File: src/rtl/uart_tx_arbiter_if.sv
// Byte-stream request bus plus the uart_tx start/din/busy/ready_flag link.
// slave is the arbiter's view; master is the view of whoever drives the
// requesters and models the transmitter.
interface uart_tx_arbiter_if #(
    parameter int N = 4
);
    logic [N-1:0]   req_valid;
    logic [8*N-1:0] req_data;
    logic [N-1:0]   req_last;
    logic [N-1:0]   req_ready;
    logic           tx_start;
    logic [7:0]     tx_din;
    logic           tx_busy;
    logic           tx_ready_flag;

    modport slave (
        input  req_valid, req_data, req_last, tx_busy, tx_ready_flag,
        output req_ready, tx_start, tx_din
    );

    modport master (
        output req_valid, req_data, req_last, tx_busy, tx_ready_flag,
        input  req_ready, tx_start, tx_din
    );
endinterface

File: src/rtl/uart_tx_arbiter.sv
// Shares one uart_tx between N byte-stream requesters. Arbitration is
// round-robin per packet: the first byte of a packet locks the transmitter
// to its requester until a byte marked last is taken. A one-byte stage
// register sits in front of uart_tx so the next byte is already waiting
// when the transmitter can accept it.
//
// state | meaning
// IDLE  | no packet in progress; next load is arbitrated round-robin
// LOCK  | owner_id is mid-packet; only its bytes are loaded
module uart_tx_arbiter #(
    parameter int  N            = 4,
    parameter int  LOCK_TIMEOUT = 0,
    localparam int IDW          = $clog2(N)
) (
    input  logic             clk,
    input  logic             rst_n,
    uart_tx_arbiter_if.slave bus,
    output logic [IDW-1:0]   owner_id,
    output logic             locked,
    output logic             timeout_pulse
);

    localparam int            CW       = (LOCK_TIMEOUT > 1) ? $clog2(LOCK_TIMEOUT + 1) : 1;
    localparam logic [CW-1:0] TMO_LAST = CW'((LOCK_TIMEOUT > 0) ? LOCK_TIMEOUT - 1 : 0);

    typedef enum logic {IDLE, LOCK} state_t;

    state_t         state;
    logic           stage_valid;
    logic [7:0]     stage_data;
    logic [IDW-1:0] rr_ptr;
    logic [CW-1:0]  stall_cnt;

    logic           rr_found;
    logic [IDW-1:0] rr_winner;
    logic [IDW:0]   rr_sum;
    logic           load;
    logic [IDW-1:0] load_id;
    logic [7:0]     load_data;
    logic           load_last;
    logic           handoff;
    logic           starved;

    function automatic logic [IDW-1:0] next_id(input logic [IDW-1:0] id);
        return (id == IDW'(N - 1)) ? '0 : id + 1'b1;
    endfunction

    assign bus.tx_start = stage_valid;
    assign bus.tx_din   = stage_data;
    assign handoff      = stage_valid && (!bus.tx_busy || bus.tx_ready_flag);
    assign load_data    = bus.req_data[{load_id, 3'b000} +: 8];
    assign load_last    = bus.req_last[load_id];
    assign starved      = (state == LOCK) && !stage_valid && !bus.req_valid[owner_id];

    // Round-robin search: first valid requester at or after rr_ptr, wrapping at N.
    always_comb begin
        rr_found  = 1'b0;
        rr_winner = rr_ptr;
        rr_sum    = '0;
        for (int i = 0; i < N; i++) begin
            rr_sum = {1'b0, rr_ptr} + (IDW + 1)'(i);
            if (rr_sum >= (IDW + 1)'(N)) rr_sum = rr_sum - (IDW + 1)'(N);
            if (!rr_found && bus.req_valid[rr_sum[IDW-1:0]]) begin
                rr_found  = 1'b1;
                rr_winner = rr_sum[IDW-1:0];
            end
        end
    end

    // Pick the byte to stage; gated by rst_n so req_ready stays low while held in reset.
    always_comb begin
        load          = 1'b0;
        load_id       = owner_id;
        bus.req_ready = '0;
        if (rst_n && !stage_valid) begin
            if (state == IDLE) begin
                load    = rr_found;
                load_id = rr_winner;
            end else begin
                load = bus.req_valid[owner_id];
            end
        end
        if (load) bus.req_ready[load_id] = 1'b1;
    end

    // Stage register, packet lock FSM, round-robin pointer and stall timeout.
    always_ff @(posedge clk or negedge rst_n) begin
        if (!rst_n) begin
            state         <= IDLE;
            stage_valid   <= 1'b0;
            stage_data    <= 8'h00;
            rr_ptr        <= '0;
            owner_id      <= '0;
            locked        <= 1'b0;
            timeout_pulse <= 1'b0;
            stall_cnt     <= '0;
        end else begin
            timeout_pulse <= 1'b0;
            if (load) begin
                stage_valid <= 1'b1;
                stage_data  <= load_data;
            end else if (handoff) begin
                stage_valid <= 1'b0;
            end

            case (state)
                IDLE: begin
                    if (load) begin
                        owner_id <= load_id;
                        if (load_last) begin
                            rr_ptr <= next_id(load_id);
                        end else begin
                            state  <= LOCK;
                            locked <= 1'b1;
                        end
                    end
                end
                LOCK: begin
                    if (load) begin
                        stall_cnt <= '0;
                        if (load_last) begin
                            state  <= IDLE;
                            locked <= 1'b0;
                            rr_ptr <= next_id(owner_id);
                        end
                    end else if ((LOCK_TIMEOUT > 0) && starved) begin
                        if (stall_cnt == TMO_LAST) begin
                            state         <= IDLE;
                            locked        <= 1'b0;
                            rr_ptr        <= next_id(owner_id);
                            timeout_pulse <= 1'b1;
                            stall_cnt     <= '0;
                        end else begin
                            stall_cnt <= stall_cnt + 1'b1;
                        end
                    end
                end
                default: state <= IDLE;
            endcase
        end
    end

endmodule

File: src/flat_wrapper.sv
// flat-port wrapper written by rule: the top's interface ports become plain ports
module uart_tx_arbiter_flat 
#(
    parameter int  N            = 4,
    parameter int  LOCK_TIMEOUT = 0,
    localparam int IDW          = $clog2(N)
)
  (clk, rst_n, owner_id, locked, timeout_pulse, bus_req_valid, bus_req_data, bus_req_last, bus_tx_busy, bus_tx_ready_flag, bus_req_ready, bus_tx_start, bus_tx_din);
  uart_tx_arbiter_if #(.N(N)) bus_i ();
  input  logic clk;
  input  logic rst_n;
  output logic [IDW-1:0] owner_id;
  output logic locked;
  output logic timeout_pulse;
  input wire logic [$bits(bus_i.req_valid)-1:0] bus_req_valid;
  input wire logic [$bits(bus_i.req_data)-1:0] bus_req_data;
  input wire logic [$bits(bus_i.req_last)-1:0] bus_req_last;
  input wire logic [$bits(bus_i.tx_busy)-1:0] bus_tx_busy;
  input wire logic [$bits(bus_i.tx_ready_flag)-1:0] bus_tx_ready_flag;
  output wire logic [$bits(bus_i.req_ready)-1:0] bus_req_ready;
  output wire logic [$bits(bus_i.tx_start)-1:0] bus_tx_start;
  output wire logic [$bits(bus_i.tx_din)-1:0] bus_tx_din;
  assign bus_i.req_valid = bus_req_valid;
  assign bus_i.req_data = bus_req_data;
  assign bus_i.req_last = bus_req_last;
  assign bus_i.tx_busy = bus_tx_busy;
  assign bus_i.tx_ready_flag = bus_tx_ready_flag;
  assign bus_req_ready = bus_i.req_ready;
  assign bus_tx_start = bus_i.tx_start;
  assign bus_tx_din = bus_i.tx_din;
  uart_tx_arbiter #(.N(N), .LOCK_TIMEOUT(LOCK_TIMEOUT)) u_core (.clk(clk), .rst_n(rst_n), .bus(bus_i), .owner_id(owner_id), .locked(locked), .timeout_pulse(timeout_pulse));
endmodule
File: config.mk
export PLATFORM = sky130hd
export DESIGN_NAME = uart_tx_arbiter_flat
export DESIGN_NICKNAME = d
export VERILOG_FILES = /design/src/rtl/uart_tx_arbiter_if.sv /design/src/rtl/uart_tx_arbiter.sv /design/src/flat_wrapper.sv
export SDC_FILE = /design/constraint.sdc
export NUM_CORES = 1
export LEC_CHECK = 0
export CAP_MARGIN = 10
export CORE_MARGIN = 4
export CORE_UTILIZATION = 42
export CTS_CLUSTER_SIZE = 10
export DETAILED_ROUTE_END_ITERATION = 10
export PLACE_DENSITY = 0.79
export SLEW_MARGIN = 40
export SYNTH_ARGS = -nofsm -noshare
export SYNTH_HDL_FRONTEND = slang
export SYNTH_SLANG_ARGS = --single-unit
File: constraint.sdc
create_clock -name clk -period 3.4 [get_ports clk]
set_clock_uncertainty 0.15 [all_clocks]
set_input_delay 0.68 -clock clk [delete_from_list [all_inputs] [get_ports clk]]
set_output_delay 0.68 -clock clk [all_outputs]
set_load 0.01 [all_outputs]
==> metrics.yaml <==
run_status:
  status: "complete, no violations"
die:
  boundaryPins: 61
  die_h_um: 64.46
  die_area_sq_um: 4155
  start_util: 0.4385
  fp.dieW_um: 64.46
  std_cell_rows: 20
  core_sq_um: 3053
cells_and_area:
  regArea_sq_um: 375.4
  final_core_util: 0.7152
  multiInputGateArea_sq_um: 914.6
  design_area_sq_um: 2183
  final.fill_count: 235
  drive_above_1_share: 0.3417
  area_growth_syn_to_layout_pct: 63.08
  finalNetCount: 249
sta:
  clock.fmax_mhz: 301.2
  slew_headroom: 0.5917
  finalSetupViolCount: 0
  rsz0062_at_grt: "false"
  min_period_ps: 3321
  tightest_slew_ps: 612.5
  min_period_over_period: 0.9766
  slew_violations: 0
  final-hold-violation-count: 0
logic_synthesis:
  synthTopCellsByArea: "dfrtp_1, mux4_2, mux2_4"
  ys_warn_count: 0
  syn_inst: 114
  ys_ff_latch: 15
  yosys.cell_types.count: 40
  yosysTopAreaCell: "dfrtp_1"
  synth_top_area_frac: 0.2804
  synth_area_per_cell_sq_um: 11.74
  synth.yosys.seq_area_share: 0.2804
  syn_area_sq_um: 1339
  syn-num-nets: 163
cts:
  clock_latency_ps: 280
  cts_hold_buffers: 0
  cts_tree: "done"
  htreeDepth: 1
  cts_made_buffers: 3
  clock-sinks: 15
  root_buffer: "clkbuf_4"
  clockBufferDepth: 2
  clk_pin_slew_worst_paths_ps: 90
place:
  globalplace.congestion: 0.9003
  hpwl_mm: 3.283
  io_buffers: 59
  placed_area_sq_um: 2115
power:
  power_density_nw_per_um2: 658.7
  p_leak_nw: 0.9355
  vdd_ir_drop_max_v: 0.0003317
detailed_routing:
  avgViaCountPerCell: 5.201
  drc: 0
  wire_per_inst_um: 16.48
  vias: 1269
  drt_wl_total_mm: 4.020
  postRouteAntennaNets: 0
  drt_first_pass_iters: 4
  drt_iter0_markers: 44
global_routing:
  grt_max_degree: 13
  grt.overflow.total: 0
  grt_pass1_vias: 1323
  antenna_found_initial: 1
  grt_pass1_wl_mm: 6.244
  groute.usage.overall: 0.1950
worst_setup_path:
  cp.arrival_ps: 2490
  cp_max_fo: 8
  cp.required_ps: 2570
  critical_path_class: "primary input to primary output"
  cp-end-kind: "primary output"
  startpoint_type: "primary input"
worst_hold_path:
  hold_class: "primary input to asynchronous set/reset pin"
job:
  drv_cap: 0
-- cell families after synthesis --
family / after synthesis / synth area share
adder cells (fa/ha/maj): 5 / 0.04673
AND/OR/NAND/NOR: 36 / 0.1561
multiplexers: 26 / 0.3243
buffers and inverters: 13 / 0.05701
other: 1 / 0.002801
flip-flops: 15 / 0.2804
AO/OA/AOI/OAI: 18 / 0.1327
-- critical path, stage by stage --
cell,delay (ps)
clkdlybuf4s15_1,230
buf_6,160
or4_1,460
a311o_1,370
buf_4,150
and3_1,150
dlygate4sd2_1,280
-- repair_timing --
item	in CTS	in global routing
pin swaps	3	2
buffers inserted	4	1
cloned	0	0
resized for setup	15	14
endpoints found under the setup margin	4	4
-- sequential cells by signal, summed over array words and instances (netlist names), named ones only --
name                 count
u_core.locked            1
u_core.bus.tx_din        8
u_core.owner_id          2
u_core.rr_ptr            2
u_core.bus.tx_start      1
-- report_power, final --
| part | internal [W] | switching (W) |
|---|---|---|
| clock network | 0.0000454 | 0.0000564 |
| registers | 0.000265 | 0.000100 |
| logic | 0.000599 | 0.000372 |
-- routing by layer --
metal  GRT usage  vias up  wire length [um]
met5           0        -                 0
met4     0.08179        0                95
met3     0.03466        8               168
met2      0.3608       39              2223
met1      0.2179      621              1532
li1            -      601                 -
-- area by class of cell --
class | instances | share of cell area
timing repair buffer | 89 | 0.3622
inverter | 5 | 0.008596
clock buffer | 4 | 0.01203
sequential | 15 | 0.1719
multi-input combinational | 86 | 0.4189
antenna | 1 | 0.001146
tap | 44 | 0.02521
-- synthesized netlist by cell type, drive strengths merged --
library cell,number
a2bb2oi,1
nor2b,4
o21bai,3
nor2,3
mux2i,4
nand2,9
o221ai,1
inv,5
o32ai,1
o22ai,1
o41ai,1
or4,1
mux2,12
or3b,2
a21oi,4
nor3b,4
o2111a,1
nand4b,1
o21ai,2
nor4,1
nand3,1
mux4,10
dfrtp,15
a311o,1
or2,1
and2,1
ha,5
and3,4
nor3,1
o211ai,2
nand2b,3
conb,1
buf,8
-- layout by cell type (no fill, tap or decap), types with 2 or more instances in the layout --
master            n
nor2b_1           4
o21ai_0           2
ha_1              5
and3_1            4
or3b_4            2
buf_4            29
a21oi_1           3
o21bai_1          3
nand2_1           9
inv_1             4
dlygate4sd2_1     3
clkdlybuf4s50_1  50
o211ai_1          2
mux2_4            8
clkbuf_4          3
dfrtp_1          15
mux4_2            9
nor3b_1           4
nor2_1            3
mux2i_1           4
nand2b_4          2
clkbuf_2          4
mux2_2            3
-- through the flow --
step / total power [W] / setup slack (ps) / hold slack [ps] / setup TNS [ps] / instances
finish: 0.001438 / 79.50 / 324.9 / 0 / 244
global route: 0.001539 / 13.49 / 341.9 / 0 / 244
CTS: 0.001428 / 2.035 / 325.1 / 0 / 242
detailed placement: 0.001306 / -549.2 / 352.6 / -2505 / 234
global placement: 0.001275 / -495.9 / 346.2 / -2104 / 234
floorplan: 0.0009112 / 404.6 / 234.4 / 0 / 114
-- worst paths after layout --
path	start	end	slack [ps]	depth (start not counted)
worst max-delay path	bus_req_valid[0]	bus_req_ready[2]	80	7
worst min-delay path	rst_n	u_core.bus.tx_din[7]	320	2
worst max register to register	u_core.rr_ptr[1]	u_core.bus.tx_din[7]	580	9
worst min register to register	u_core.bus.tx_din[1]	u_core.bus.tx_din[1]	370	1
max in group asynchronous	rst_n	u_core.rr_ptr[0]	2540	3
min in group clk	u_core.bus.tx_din[1]	u_core.bus.tx_din[1]	370	1
Power figures use the tool's default switching activity.
